<file path="src/rtl/move_executor.sv">
// move_executor: owns the checkers board; runs select, move, jump,
// capture, promotion and turn counting for the active player.
// Ports: clk, rst (async, active-low), sel_pulse, cursor_loc, legal_move
//   in; serialized_board, select_loc, piece_selected, turn, turn_count,
//   busy out (all registered).
// Optional: define MULTI_JUMP_EN to chain further captures in one turn.
module move_executor #(
  parameter int SETTLE_CYCLES = 2,
  parameter int TURN_CNT_W    = 8
) (
  input  logic                  clk,
  input  logic                  rst,
  input  logic                  sel_pulse,
  input  logic [5:0]            cursor_loc,
  input  logic [27:0]           legal_move,
  output logic [191:0]          serialized_board,
  output logic [5:0]            select_loc,
  output logic                  piece_selected,
  output logic                  turn,
  output logic [TURN_CNT_W-1:0] turn_count,
  output logic                  busy
);

  localparam logic [2:0] EMPTY    = 3'b000;
  localparam logic [2:0] RED_MAN  = 3'b001;
  localparam logic [2:0] RED_KING = 3'b010;
  localparam logic [2:0] BLK_MAN  = 3'b011;
  localparam logic [2:0] BLK_KING = 3'b100;

  localparam int SW =
    (SETTLE_CYCLES > 1) ? $clog2(SETTLE_CYCLES) : 1;
  localparam logic [SW-1:0] SETTLE_LAST =
    SW'(SETTLE_CYCLES - 1);

  typedef enum logic [2:0] {
    S_IDLE,
    S_SETTLE,
    S_SELECTED,
    S_MOVE,
    S_COMMIT
`ifdef MULTI_JUMP_EN
    ,
    S_CHAIN_CHK,
    S_CHAIN_SEL
`endif
  } state_t;

  function automatic logic [191:0] init_board();
    logic [191:0] b;
    b = '0;
    for (int r = 0; r < 8; r++) begin
      for (int c = 0; c < 8; c++) begin
        if ((r + c) % 2 == 1) begin
          if (r <= 2)
            b[3*(r*8+c) +: 3] = BLK_MAN;
          else if (r >= 5)
            b[3*(r*8+c) +: 3] = RED_MAN;
        end
      end
    end
    return b;
  endfunction

  localparam logic [191:0] INIT_BOARD = init_board();

  function automatic logic [2:0] sq(
    input logic [191:0] b,
    input logic [5:0]   i
  );
    return b[3*int'(i) +: 3];
  endfunction

  function automatic logic own(
    input logic [2:0] code,
    input logic       t
  );
    if (t)
      return (code == BLK_MAN) || (code == BLK_KING);
    return (code == RED_MAN) || (code == RED_KING);
  endfunction

  // Rows exactly two apart, i.e. the move is a jump.
  function automatic logic row_gap2(
    input logic [5:0] a,
    input logic [5:0] b
  );
    logic [3:0] ra;
    logic [3:0] rb;
    ra = {1'b0, a[5:3]};
    rb = {1'b0, b[5:3]};
    return (ra - rb == 4'd2) || (rb - ra == 4'd2);
  endfunction

  state_t                state_q, state_d;
  logic [191:0]          board_q, board_d;
  logic [5:0]            sel_q, sel_d;
  logic [5:0]            dst_q, dst_d;
  logic                  psel_q, psel_d;
  logic                  turn_q, turn_d;
  logic [TURN_CNT_W-1:0] cnt_q, cnt_d;
  logic [SW-1:0]         settle_q, settle_d;
  logic                  busy_q, busy_d;

  logic [2:0] cur_code;
  logic [2:0] src_code;
  logic [2:0] mv_code;
  logic [5:0] mid;
  logic       hit;
  logic       jump;
  logic       promo;
`ifdef MULTI_JUMP_EN
  logic       chain_hit;
`endif

  always_ff @(posedge clk or negedge rst) begin
    if (!rst) begin
      state_q  <= S_IDLE;
      board_q  <= INIT_BOARD;
      sel_q    <= '0;
      dst_q    <= '0;
      psel_q   <= 1'b0;
      turn_q   <= 1'b0;
      cnt_q    <= '0;
      settle_q <= '0;
      busy_q   <= 1'b0;
    end else begin
      state_q  <= state_d;
      board_q  <= board_d;
      sel_q    <= sel_d;
      dst_q    <= dst_d;
      psel_q   <= psel_d;
      turn_q   <= turn_d;
      cnt_q    <= cnt_d;
      settle_q <= settle_d;
      busy_q   <= busy_d;
    end
  end

  always_comb begin
    cur_code = sq(board_q, cursor_loc);
    src_code = sq(board_q, sel_q);
    hit      = 1'b0;
`ifdef MULTI_JUMP_EN
    chain_hit = 1'b0;
`endif
    for (int k = 0; k < 4; k++) begin
      if (legal_move[7*k+6] &&
          legal_move[7*k +: 6] == cursor_loc)
        hit = 1'b1;
`ifdef MULTI_JUMP_EN
      if (legal_move[7*k+6] &&
          row_gap2(legal_move[7*k +: 6], sel_q))
        chain_hit = 1'b1;
`endif
    end

    mv_code = src_code;
    if (src_code == RED_MAN && dst_q[5:3] == 3'd0)
      mv_code = RED_KING;
    if (src_code == BLK_MAN && dst_q[5:3] == 3'd7)
      mv_code = BLK_KING;
    promo = (mv_code != src_code);
    jump  = row_gap2(sel_q, dst_q);
    mid   = 6'(({1'b0, sel_q} + {1'b0, dst_q}) >> 1);
  end

  always_comb begin
    state_d  = state_q;
    board_d  = board_q;
    sel_d    = sel_q;
    dst_d    = dst_q;
    psel_d   = psel_q;
    turn_d   = turn_q;
    cnt_d    = cnt_q;
    settle_d = settle_q;

    unique case (state_q)
      S_IDLE: begin
        if (sel_pulse && own(cur_code, turn_q)) begin
          sel_d    = cursor_loc;
          psel_d   = 1'b1;
          settle_d = '0;
          state_d  = S_SETTLE;
        end
      end

      // Give game_logic time to recompute legal_move
      // for the new select_loc.
      S_SETTLE: begin
        if (settle_q == SETTLE_LAST)
          state_d = S_SELECTED;
        else
          settle_d = settle_q + 1'b1;
      end

      S_SELECTED: begin
        if (sel_pulse) begin
          if (cursor_loc == sel_q) begin
            psel_d  = 1'b0;
            state_d = S_IDLE;
          end else if (hit) begin
            dst_d   = cursor_loc;
            state_d = S_MOVE;
          end else if (own(cur_code, turn_q)) begin
            sel_d    = cursor_loc;
            settle_d = '0;
            state_d  = S_SETTLE;
          end
        end
      end

      // Destination written last so it wins over
      // the source/capture clears.
      S_MOVE: begin
        board_d[3*int'(sel_q) +: 3] = EMPTY;
        if (jump)
          board_d[3*int'(mid) +: 3] = EMPTY;
        board_d[3*int'(dst_q) +: 3] = mv_code;
        state_d = S_COMMIT;
`ifdef MULTI_JUMP_EN
        if (jump && !promo) begin
          sel_d    = dst_q;
          settle_d = '0;
          state_d  = S_CHAIN_CHK;
        end
`endif
      end

      S_COMMIT: begin
        turn_d  = ~turn_q;
        if (!(&cnt_q))
          cnt_d = cnt_q + 1'b1;
        psel_d  = 1'b0;
        state_d = S_IDLE;
      end

`ifdef MULTI_JUMP_EN
      S_CHAIN_CHK: begin
        if (settle_q == SETTLE_LAST)
          state_d = chain_hit ? S_CHAIN_SEL : S_COMMIT;
        else
          settle_d = settle_q + 1'b1;
      end

      // Only a further jump is accepted; no deselect
      // or reselect mid-chain.
      S_CHAIN_SEL: begin
        if (sel_pulse && hit &&
            row_gap2(cursor_loc, sel_q)) begin
          dst_d   = cursor_loc;
          state_d = S_MOVE;
        end
      end
`endif

      default: state_d = S_IDLE;
    endcase
  end

  always_comb begin
    busy_d = 1'b0;
    unique case (state_d)
      S_SETTLE,
      S_MOVE,
`ifdef MULTI_JUMP_EN
      S_CHAIN_CHK,
`endif
      S_COMMIT: busy_d = 1'b1;
      default:  busy_d = 1'b0;
    endcase
  end

  assign serialized_board = board_q;
  assign select_loc       = sel_q;
  assign piece_selected   = psel_q;
  assign turn             = turn_q;
  assign turn_count       = cnt_q;
  assign busy             = busy_q;

  // promo is consumed only by the chain logic.
`ifndef MULTI_JUMP_EN
  logic unused_promo;
  assign unused_promo = promo;
`endif

endmodule
</file>
<file path="config.mk">
export PLATFORM = sky130hd
export DESIGN_NAME = move_executor
export DESIGN_NICKNAME = d
export VERILOG_FILES = /design/src/rtl/move_executor.sv
export SDC_FILE = /design/constraint.sdc
export NUM_CORES = 1
export LEC_CHECK = 0
export CAP_MARGIN = 20
export CELL_PAD_IN_SITES_DETAIL_PLACEMENT = 0
export CELL_PAD_IN_SITES_GLOBAL_PLACEMENT = 2
export CORE_MARGIN = 2
export CORE_UTILIZATION = 38
export DETAILED_ROUTE_END_ITERATION = 6
export GPL_TIMING_DRIVEN = 0
export PLACE_DENSITY = 0.91
export SLEW_MARGIN = 25
export SYNTH_ARGS = -nofsm -noshare
export SYNTH_HDL_FRONTEND = slang
export SYNTH_SLANG_ARGS = --single-unit
</file>
<file path="constraint.sdc">
create_clock -name clk -period 10.8 [get_ports clk]
set_clock_uncertainty 0.1 [all_clocks]
set_input_delay 2.16 -clock clk [delete_from_list [all_inputs] [get_ports clk]]
set_output_delay 2.16 -clock clk [all_outputs]
set_load 0.05 [all_outputs]
</file>
Word-level counts from Yosys, hierarchy flattened:

Cells that the tools add are included.

* bits of input ports: 37
* output and inout port bits: 209
* register bits after elaboration: 219
* word-level logic and storage cells: 131

* add/subtract/negate cells: 8
* shift-type cells: 8
* reduce and logical (&&, ||, !) cells: 22
* multipliers: 4
* eq/ne operators: 27
* mux-type cells: 50
* bitwise operators: 3

Operators with widths (count)
* 192-bit bitwise mux: 3
* 3-bit by 33-bit variable shift with 192-bit output (first input constant): 3
* 192-bit 2-to-1 mux: 2
* 3-bit by 33-bit variable part select with 192-bit output (first input constant): 2
* 192-bit by 32-bit variable part select with 3-bit output: 1
* 192-bit by 9-bit variable part select with 3-bit output: 1
* 3-bit by 33-bit variable part select with 192-bit output: 1
* 8-bit negation with 33-bit output: 3
* 2-bit by 6-bit multiplier with 8-bit output (first input constant): 4
* 6-bit equality test: 5
* 6-bit 2-to-1 mux: 5
* 1-bit 2-to-1 mux: 28
* 3-bit 2-to-1 mux: 8
* 3-bit by 2-bit equality test with 1-bit output (second input constant): 6
* 3-bit by 1-bit equality test with 1-bit output (second input constant): 4
* 3-bit equality test (second input constant): 4
* 2-bit != test (second input constant): 6
* 3-bit case mux with 4 select lines: 1
* 6-bit case mux with 2 select lines: 1
* 6-bit AND reduction: 2
* 8-bit by 1-bit adder with 8-bit output (second input constant): 1
* 4-bit by 2-bit equality test with 1-bit output (second input constant): 2
* 4-bit AND reduction: 2
* 8-bit AND reduction: 1
* other kinds (12): 26

Longest topological paths before layout:

Gate-level depths: netlist of the first run.

* word-level depth: 23
* gate-level depth with buffers: 15
* mapped depth without buffers: 10

Least setup slack after synthesis of the first run:

No wires, ideal clock.

* path kind: input to register
* start: input cursor_loc[0]
* end: register sel_q[2] (netlist: select_loc[2])
* arrival: 4.725 ns
* stages on the path: 11
* path buffers: 3
* setup slack: 5.850 ns
* data required time: 10.575 ns
* setup time: 0.125 ns
* cell sequence: buf_2 > buf_2 > buf_4 > mux4_2 > nor2_1 > a21oi_1 > o211ai_1 > a21o_1 > a211oi_1 > o311ai_4 > mux2_2

* cells in the longest elaborated chain, start to end: 12
* elaborated cells on any way between the ends: 35
* classes of those cells: mul (1); eq/ne (13); shift (1); mux (12); reduce/logical (8)

Ends and longest elaborated chain
* from (decl): RTL line 14 `input logic [5:0] cursor_loc,`
* 2-bit by 6-bit multiplier with 8-bit output: RTL line 70 `return b[3*int'(i) +: 3];`
* 192-bit by 9-bit variable part select with 3-bit output: RTL line 70
* 3-bit by 2-bit equality test with 1-bit output / 3-bit equality test (equally long branches): RTL line 78 `return (code == BLK_MAN) || (code == BLK_KING);`
* 1-bit logical OR: RTL line 78
* 1-bit 2-to-1 mux: RTL line 77 `if (t)`
* 1-bit 2-to-1 mux: RTL line 79 `return (code == RED_MAN) || (code == RED_KING);`
* 1-bit 2-to-1 mux: RTL line 201 `end else if (hit) begin`
* 1-bit 2-to-1 mux: RTL line 198 `if (cursor_loc == sel_q) begin`
* 1-bit 2-to-1 mux: RTL line 197 `if (sel_pulse) begin`
* 1-bit 2-to-1 mux: RTL line 177 `unique case (state_q)`
* 2-bit != test (no line)
* 6-bit AND reduction (no line) (*)
* to (signal assigned): RTL line 129 `sel_q <= sel_d;`
* to (decl): RTL line 96 `logic [5:0] sel_q, sel_d;`

Mark *: on every way between the ends. The rest lies on a longest branch, timed or not. The select of a mux whose other input is x is not followed.
A chain may end at the register's enable or synchronous reset.

Worst setup path in the final report of the first run:

* start: input cursor_loc[1]
* end: register sel_q[2] (netlist: select_loc[2])

The elaborated chain is that of the path after synthesis.

==> results of run 1 <==
-- worst max path at each step --
stage	to	slack [ps]
2_1_floorplan	select_loc[2]	5850
3_3_place_gp	serialized_board[130]	-1770
3_5_place_dp	select_loc[2]	3910
4_1_cts	select_loc[2]	4480
5_1_grt	select_loc[3]	4530
6_report	select_loc[2]	4690
-- cells by family (layout without fill, tap and decap cells) --
group           count (synthesis)  count (layout)  synth area share [%]
flops                         219             219                  38.6
simple gates                  303             303                  10.3
compound gates                412             412                  23.3
mux                           128             128                  17.6
fa+ha+maj                      24              24                  2.15
xor+xnor                       60              60                  3.67
buf+inv                       143             435                  4.39
-- where the power goes --
group          total (mW)  internal (mW)  switching, mW
logic                1.77          0.463           1.30
registers           0.909          0.855         0.0543
clock network       0.867          0.503          0.364
total                3.54           1.82           1.72
-- cell usage in the layout, fill, tap and decap left out, types with 32 or more instances in the layout --
cell type,count
clkdlybuf4s50_1,240
clkbuf_1,46
a22oi_1,60
nand3_1,32
buf_2,33
o22ai_1,76
nand2_1,111
dfrtp_1,183
a22o_1,34
dfstp_2,36
nor2_1,45
xnor2_1,37
o2bb2ai_1,107
inv_1,49
mux4_2,98
-- flip-flops by register name, summed over array words and instances, names as in the netlist --
register / flops
state_q: 3
turn_count: 8
busy: 1
piece_selected: 1
select_loc: 6
settle_q: 1
serialized_board: 192
dst_q: 6
turn: 1
-- metrics by stage --
| stage | worst slack, ps | util (%) | TNS (ps) | instance area (µm²) |
|---|---|---|---|---|
| finish | 4690 | 49.1 | 0 | 18400 |
| global route | 4530 | 49.1 | 0 | 18400 |
| CTS | 4480 | 49.1 | 0 | 18400 |
| detailed placement | 3910 | 46.9 | 0 | 17600 |
| global placement | -1770 | 46.5 | -314340 | 17400 |
| floorplan | 5850 | - | 0 | 14300 |
-- routing by layer --
metal / vias to the layer above / track usage (%)
met3: 276 / 10.9
met1: 7143 / 51.5
met5: - / 0
li1: 5681 / -
met2: 1086 / 56.0
met4: 0 / 27.9
-- critical path, delay by kind of cell --
family	cells	cell delay [ps]
multiplexers	4	1230
buffers and inverters	3	1440
AND/OR/NAND/NOR	2	400
AO/OA/AOI/OAI	2	1190
-- cell type report --
| cell class | instances | area [µm²] | share of cell area, % |
|---|---|---|---|
| sequential | 219 | 5530 | 30.1 |
| buffer | 91 | 439 | 2.39 |
| tap | 511 | 639 | 3.48 |
| inverter | 52 | 195 | 1.06 |
| clock buffer | 31 | 658 | 3.58 |
| multi-input combinational | 927 | 8260 | 44.9 |
| clock inverter | 11 | 145 | 0.790 |
| timing repair buffer | 250 | 2520 | 13.7 |
==> out/qor.csv, run 1 <==
stage,metric,value,unit
setup_path,arrival,6450,ps
power_and_ir_drop,p_per_area,193,nW/µm²
setup_path,worst-path-max-fanout,10,
cts,cts_sinks,219,
placed_design,dpl.hpwl,58.4,mm
cts,clk_path_buf_depth,3,
die,die_h,198,µm
synthesis,synth.yosys.seq_area_share,38.6,%
global_routing,grt_pass1_vias,14037,
synthesis,synth_top_area_share,32.0,%
final_layout,syn_to_final_growth,28.3,%
synthesis,synth_edf_count,0,
die,start_util,38.3,%
timing,slew_viol_final,0,
timing,worst_pin_slew,1220,ps
setup_path,rr_worst_depth,8,
route,post_drt_wl_per_cell,36.7,µm
setup_path,path_class,in2reg,
cts,path_clk_slew,60,ps
timing,clock.fmax,0.164,GHz
synthesis,yosysWarnings,0,
synthesis,ys_ff_latch,219,
setup_path,r2r-end,serialized_board[71],
synthesis,postSynthAreaPerCell,11.1,µm²
global_routing,overflow,0,
route,route.met2.wl,32.0,mm
setup_path,cp-end-kind,register,
timing,fin_crit,6110,ps
route,drc,0,
synthesis,ys_async_sr_fraction,100,%
min_path,hp-start,serialized_board[3],
setup_path,crit_path_start,cursor_loc[1],
route,vias_per_cell,6.78,
die,rows,71,
route,wl,76.8,mm
cts,cts_max_level,1,
global_routing,antenna_found_initial,1,
synthesis,syn-num-nets,1350,
setup_path,path_cells,clkdlybuf4s50_1 -> buf_2 -> buf_2 -> mux4_2 -> mux2i_1 -> mux2_2 -> a2bb2oi_1 -> nand2_1 -> nor3b_1 -> o311ai_4 -> mux2_2,
setup_path,cpMaxStageDelayCell,a2bb2oi_1,
final_layout,layout.cells.non_filler,2092,
route,postRouteAntennaNets,0,
setup_path,crit_required,11130,ps
global_routing,grt_max_degree,95,
power_and_ir_drop,ir_drop,0.124,mV
setup_path,reg2reg_slack,5040,ps
min_path,min_delay_path_depth,1,
cts,cts_tree,built,
route,top_layer,met4,
route,route.met3.wl,8.62,mm
global_routing,grt_pass1_wl,107,mm
final_layout,fillers,3451,
cts,cts_root_buffer,clkbuf_16,
status,status,"complete, no violations",
synthesis,ys_top_cells_by_area,"dfrtp_1, mux4_2, dfstp_2",
die,ios,246,
synthesis,synth.distinct_cells,77,
min_path,whs_endpoint,serialized_board[3],
route,drt-met1-wl,29.7,mm
route,vias,14186,
setup_path,critPathMaxStageDelay,670,ps
timing,finalSetupViolations,0,
cts,cts_resized,0,
die,core-area,37400,µm²
synthesis,yosysTopAreaCell,dfrtp_1,
route,firstDrtPassIters,5,
timing,slew_headroom,18.1,%
synthesis,syn_area,14300,µm²
timing,min_period_over_period,56.6,%
cts,clk_latency,550,ps
timing,rsz0062_at_grt,no,
min_path,hp-class,reg2reg,
final_layout,diodes,0,
power_and_ir_drop,leakage,6.82,nW
cts,cts_hold_repair.buffers,0,
route,first_iter_violations,1523,
final_layout,nNetsFinal,1627,
synthesis,synthTopCellsByCount,"dfrtp_1, nand2_1, o2bb2ai_1, mux4_2, o22ai_1",
setup_path,start_kind,input pin,
timing,finalHoldViolations,0,
power_and_ir_drop,p_total,3.54,mW
job,maxCapViolations,0,
setup_path,rr_startpoint,select_loc[2],
die,die_area,39300,µm²
die,dieWidth,198,µm
placed_design,dpl.cell_count,2050,
synthesis,synth_flop_cell,dfrtp_1,
cts,cts-buffers-inserted,25,
cts,post_cts_buffers,0,
synthesis,yosysMostFrequentCell,dfrtp_1,
synthesis,synth_cells,1289,
final_layout,drive_gt1_share,17.8,%
placed_design,gp_congestion,1.06,
global_routing,track_usage,39.3,%
placed_design,port_buffers,241,
timing,hold-worst-slack,397,ps
(Power assumes the default switching activity.)
==> run 2, diff against run 1 <==
CORE_UTILIZATION = 35   (was 38)
PLACE_DENSITY = 0.85   (was 0.91)
clock period = 6.3 ns   (was 10.8 ns; I/O delays follow)
==> run 2 against run 1 <==
Effect of this change:
- final cell count grew 1.5%
- clock power grew 73%
- largest cell class unchanged
- register-to-register slack lost 4600 ps
- sequential cell count is the same
- non-clock buffer count grew 5
==> out/qor.csv, run 2 (synthesis gave the netlist of run 1 again) <==
stage,metric,value,unit
job,maxCapViolations,0,
final_layout,fillers,3871,
final_layout,layout.cells.non_filler,2123,
timing,rsz0062_at_grt,no,
final_layout,syn_to_final_growth,28.9,%
global_routing,overflow,0,
final_layout,drive_gt1_share,17.9,%
timing,finalSetupViolations,0,
die,start_util,35.3,%
cts,cts_root_buffer,clkbuf_16,
final_layout,layout_common_cells,"clkdlybuf4s50_1, dfrtp_1, nand2_1",
cts,cts_sinks,219,
cts,clk_latency,570,ps
setup_path,timing.critical_path.mode_cell,clkbuf_1,
setup_path,path_class,reg2reg,
min_path,hp-start,turn_count[6],
placed_design,place_ws,405,ps
min_path,min_delay_path_depth,1,
setup_path,critPathMaxStageDelay,950,ps
route,vias,14201,
setup_path,worst-path-max-fanout,10,
cts,cts-buffers-inserted,26,
cts,path_clk_slew,60,ps
setup_path,cpMaxStageDelayCell,clkbuf_1,
die,die_h,206,µm
status,status,"complete, no violations",
timing,finalHoldViolations,0,
timing,slew_viol_final,0,
die,ios,246,
timing,worst_pin_slew,1220,ps
setup_path,crit_buf_inv,3,
cts,post_cts_buffers,0,
placed_design,placed_area,17600,µm²
timing,fin_setup_tns,0,ps
setup_path,crit_required,6550,ps
global_routing,track_usage,38.0,%
setup_path,rr_worst_depth,8,
global_routing,grt_max_degree,89,
min_path,hp-class,reg2reg,
placed_design,dpl.hpwl,61.8,mm
power_and_ir_drop,leakage,6.86,nW
final_layout,nNetsFinal,1633,
final_layout,design_area,18500,µm²
cts,cts_max_level,1,
setup_path,rr_startpoint,select_loc[2],
final_layout,largest_reg_flops,192,
die,core-area,40600,µm²
power_and_ir_drop,p_per_area,334,nW/µm²
route,postRouteAntennaNets,0,
timing,setup_slack,487,ps
timing,fin_crit,5810,ps
final_layout,final_core_util,45.5,%
die,dieWidth,206,µm
route,vias_per_cell,6.69,
route,post_drt_wl_per_cell,38.1,µm
setup_path,reg2reg_slack,490,ps
setup_path,cp_top_family,buffers and inverters,
cts,cts_resized,0,
cts,cts_hold_repair.buffers,0,
timing,min_period_over_period,92.3,%
global_routing,grt_pass1_vias,13872,
cts,cts_tree,built,
placed_design,dpl.cell_count,2076,
final_layout,diodes,0,
route,firstDrtPassIters,5,
global_routing,grt_pass1_wl,111,mm
route,drc,0,
setup_path,cp-end-kind,register,
placed_design,gp_congestion,1.09,
min_path,whs_endpoint,turn_count[6],
setup_path,path_cells,clkbuf_1 -> clkbuf_1 -> mux4_2 -> a221oi_1 -> o221ai_1 -> a21oi_2 -> clkbuf_1 -> o22ai_1,
route,first_iter_violations,1670,
final_layout,mostFrequentLayoutCell,clkdlybuf4s50_1,
global_routing,antenna_found_initial,2,
die,rows,74,
setup_path,r2r-end,serialized_board[53],
die,die_area,42600,µm²
placed_design,port_buffers,241,
cts,clk_path_buf_depth,3,
setup_path,arrival,6070,ps
power_and_ir_drop,ir_drop,0.273,mV
route,wl,80.8,mm
timing,clock.fmax,0.172,GHz
timing,slew_headroom,18.7,%
setup_path,start_kind,register,
## run 2: cell count changes in the layout (fill, tap and decap cells not counted), sizes merged
cell / previous run / this run
buf: 55 / 61
bufinv: 3 / 1
clkbuf: 77 / 88
clkinv: 6 / 5
clkinvlp: 3 / 0
inv: 51 / 50
## run 2: worst register-to-register path, stage by stage (launching register included)
cell      delay, ps
dfrtp_1         640
clkbuf_1        820
clkbuf_1        920
mux4_2          470
a221oi_1        730
o221ai_1        320
a21oi_2         480
clkbuf_1        960
o22ai_1         170
## run 2: how the worst max path moves through the flow
stage | start | to | slack [ps] | cells past startpoint
floorplan | select_loc[0] | serialized_board[108] | 2150 | 15
global route | select_loc[0] | serialized_board[29] | 570 | 15
global placement | rst | serialized_board[155] | -5460 | 1
finish | select_loc[2] | serialized_board[53] | 490 | 8
detailed placement | cursor_loc[1] | select_loc[2] | 400 | 11
CTS | select_loc[2] | serialized_board[53] | 820 | 10
## run 2: final cells by class
| cell class | count | area, µm² | area share, % |
|---|---|---|---|
| multi-input cells | 927 | 8260 | 44.7 |
| flip-flops and latches | 219 | 5530 | 29.9 |
| repair buffers | 255 | 2550 | 13.8 |
| clock buffers | 43 | 786 | 4.25 |
| well taps | 532 | 666 | 3.60 |
| plain buffers | 91 | 438 | 2.37 |
| inverters | 52 | 195 | 1.06 |
| clock inverters | 4 | 48.8 | 0.264 |
## run 2: power by group
| group | switching (mW) | internal [mW] | total [mW] |
|---|---|---|---|
| Sequential | 0.104 | 1.47 | 1.57 |
| Clock | 0.613 | 0.884 | 1.50 |
| Combinational | 2.31 | 0.802 | 3.11 |
| Total | 3.02 | 3.15 | 6.18 |
## run 2: routing by layer
layer / global-route usage (%) / vias to the layer above / share of wire, %
met5: 0 / - / 0.033
met4: 23.1 / 4 / 7.4
met3: 7.87 / 236 / 9.2
met2: 55.5 / 983 / 43
met1: 51.7 / 7279 / 41
li1: - / 5699 / -
## run 2: stage by stage
stage / total power, mW / hold WS, ps
final: 6.18 / 400
after global routing: 6.37 / 414
after CTS: 6.10 / 403
after detailed placement: 4.61 / 395
after global placement: 4.55 / 391
after floorplan: 3.34 / 379
==> run 3, diff against run 2 <==
CAP_MARGIN = 30   (was 20)
==> run 3 against run 2 <==
Effect of this change:
- via count barely moved
- sequential share of layout area fell by 0.34 points
- register-to-register slack improved by 140 ps
- die area did not move
- count of clock-buffer cells in the layout fell by 2
- sequential power barely moved
- highest routed layer unchanged
- power rose by 3.3%
- largest power group unchanged
- critical path depth rose by 3
- non-clock buffer count rose by 9
- core utilization rose by 0.52 points
- clock power rose by 11%
- sequential cell count did not move
==> out/qor.csv, run 3 (synthesis gave the netlist of run 1 again) <==
stage,metric,value,unit
die,ios,246,
setup_path,cp-end-kind,register,
final_layout,fillers,3827,
cts,clk_path_buf_depth,3,
global_routing,grt_max_degree,89,
cts,cts_sinks,219,
final_layout,layout_common_cells,"clkdlybuf4s50_1, dfrtp_1, nand2_1",
die,die_h,206,µm
cts,post_cts_buffers,0,
cts,cts_root_buffer,clkbuf_16,
setup_path,critPathMaxStageDelay,850,ps
route,wl,81.0,mm
power_and_ir_drop,p_per_area,342,nW/µm²
job,maxCapViolations,0,
route,vias,14195,
route,firstDrtPassIters,5,
final_layout,syn_to_final_growth,30.4,%
route,vias_per_cell,6.65,
final_layout,multiInputGateArea,8260,µm²
timing,slew_headroom,28.5,%
final_layout,diodes,0,
power_and_ir_drop,leakage,6.97,nW
setup_path,crit_buf_inv,3,
timing,worst_pin_slew,1070,ps
global_routing,grt_pass1_wl,111,mm
cts,cts-buffers-inserted,26,
die,rows,74,
timing,slew_viol_final,0,
timing,hold-worst-slack,401,ps
route,postRouteAntennaNets,0,
timing,fin_setup_tns,0,ps
power_and_ir_drop,p_total,6.38,mW
status,status,"complete, no violations",
die,core-area,40600,µm²
route,post_drt_wl_per_cell,38.0,µm
route,first_iter_violations,1547,
timing,fin_crit,5680,ps
cts,cts_resized,0,
setup_path,crit_required,6610,ps
setup_path,cp_top_family,buffers and inverters,
timing,finalSetupViolations,0,
timing,clock.fmax,0.176,GHz
timing,setup_slack,623,ps
global_routing,grt_pass1_vias,13857,
placed_design,gp_congestion,1.09,
setup_path,cpMaxStageDelayCell,clkbuf_1,
cts,cts_tree,built,
route,drc,0,
placed_design,place_ws,408,ps
setup_path,crit_path_start,select_loc[2],
die,die_area,42600,µm²
setup_path,path_class,reg2reg,
final_layout,drive_gt1_share,18.7,%
final_layout,nNetsFinal,1642,
global_routing,antenna_found_initial,2,
setup_path,arrival,5990,ps
final_layout,mostFrequentLayoutCell,clkdlybuf4s50_1,
cts,cts_max_level,1,
timing,finalHoldViolations,0,
placed_design,port_buffers,241,
die,dieWidth,206,µm
final_layout,regArea,5530,µm²
power_and_ir_drop,ir_drop,0.284,mV
timing,rsz0062_at_grt,no,
min_path,hp-start,turn_count[6],
setup_path,path_cells,clkbuf_1 -> clkbuf_1 -> mux4_2 -> a22oi_1 -> nand2_1 -> a22oi_1 -> o221a_2 -> nor3_1 -> nor2_2 -> buf_2 -> o22ai_1,
setup_path,worst-path-max-fanout,10,
placed_design,dpl.hpwl,62.3,mm
global_routing,overflow,0,
cts,path_clk_slew,60,ps
timing,min_period_over_period,90.1,%
final_layout,largest_reg_flops,192,
global_routing,track_usage,38.0,%
die,start_util,35.3,%
cts,cts_hold_repair.buffers,0,
setup_path,start_kind,register,
setup_path,rr_startpoint,select_loc[2],
cts,clk_latency,570,ps
min_path,hp-class,reg2reg,
## run 3: cell count changes in the layout (fill, tap and decap cells not counted)
cell	previous run	this run
clkinv_2	2	1
buf_8	1	4
clkbuf_8	5	10
buf_6	5	9
clkbuf_1	52	48
clkinvlp_4	0	1
buf_2	34	36
clkbuf_2	4	1
bufinv_16	1	3
inv_6	0	1
## run 3: final timing paths
kind / end / slack [ps] / depth (start not counted)
hold reg to reg: turn_count[6] / 400 / 1
max in group asynchronous: serialized_board[126] / 4330 / 3
min in group asynchronous: select_loc[3] / 500 / 1
hold / removal: turn_count[6] / 400 / 1
setup / recovery: serialized_board[76] / 620 / 11
setup reg to reg: serialized_board[76] / 620 / 11
## run 3: layout make-up
cell class	count	share of cell area, %
flip-flops and latches	219	29.6
plain buffers	91	2.32
inverters	52	1.04
well taps	532	3.56
clock buffers	41	4.43
multi-input cells	927	44.2
repair buffers	264	14.2
clock inverters	7	0.643
## run 3: per-layer routing
layer	GRT usage, %	vias up	share of wire (%)
li1	-	5700	-
met1	51.7	7296	41
met2	55.9	970	43
met3	7.79	225	9.0
met4	21.9	4	6.7
met5	0	-	0.031
## run 3: stage by stage
| step | std cells | utilization [%] | cell area (µm²) |
|---|---|---|---|
| after floorplan | 1289 | - | 14300 |
| after global placement | 2062 | 42.8 | 17400 |
| after detailed placement | 2083 | 43.6 | 17700 |
| after CTS | 2131 | 45.9 | 18700 |
| after global routing | 2133 | 46.0 | 18700 |
| final | 2133 | 46.0 | 18700 |
## run 3: power breakdown
group	internal, mW	switching (mW)	total (mW)
logic	0.832	2.31	3.15
registers	1.47	0.104	1.57
clock network	1.02	0.646	1.67
total	3.32	3.06	6.38
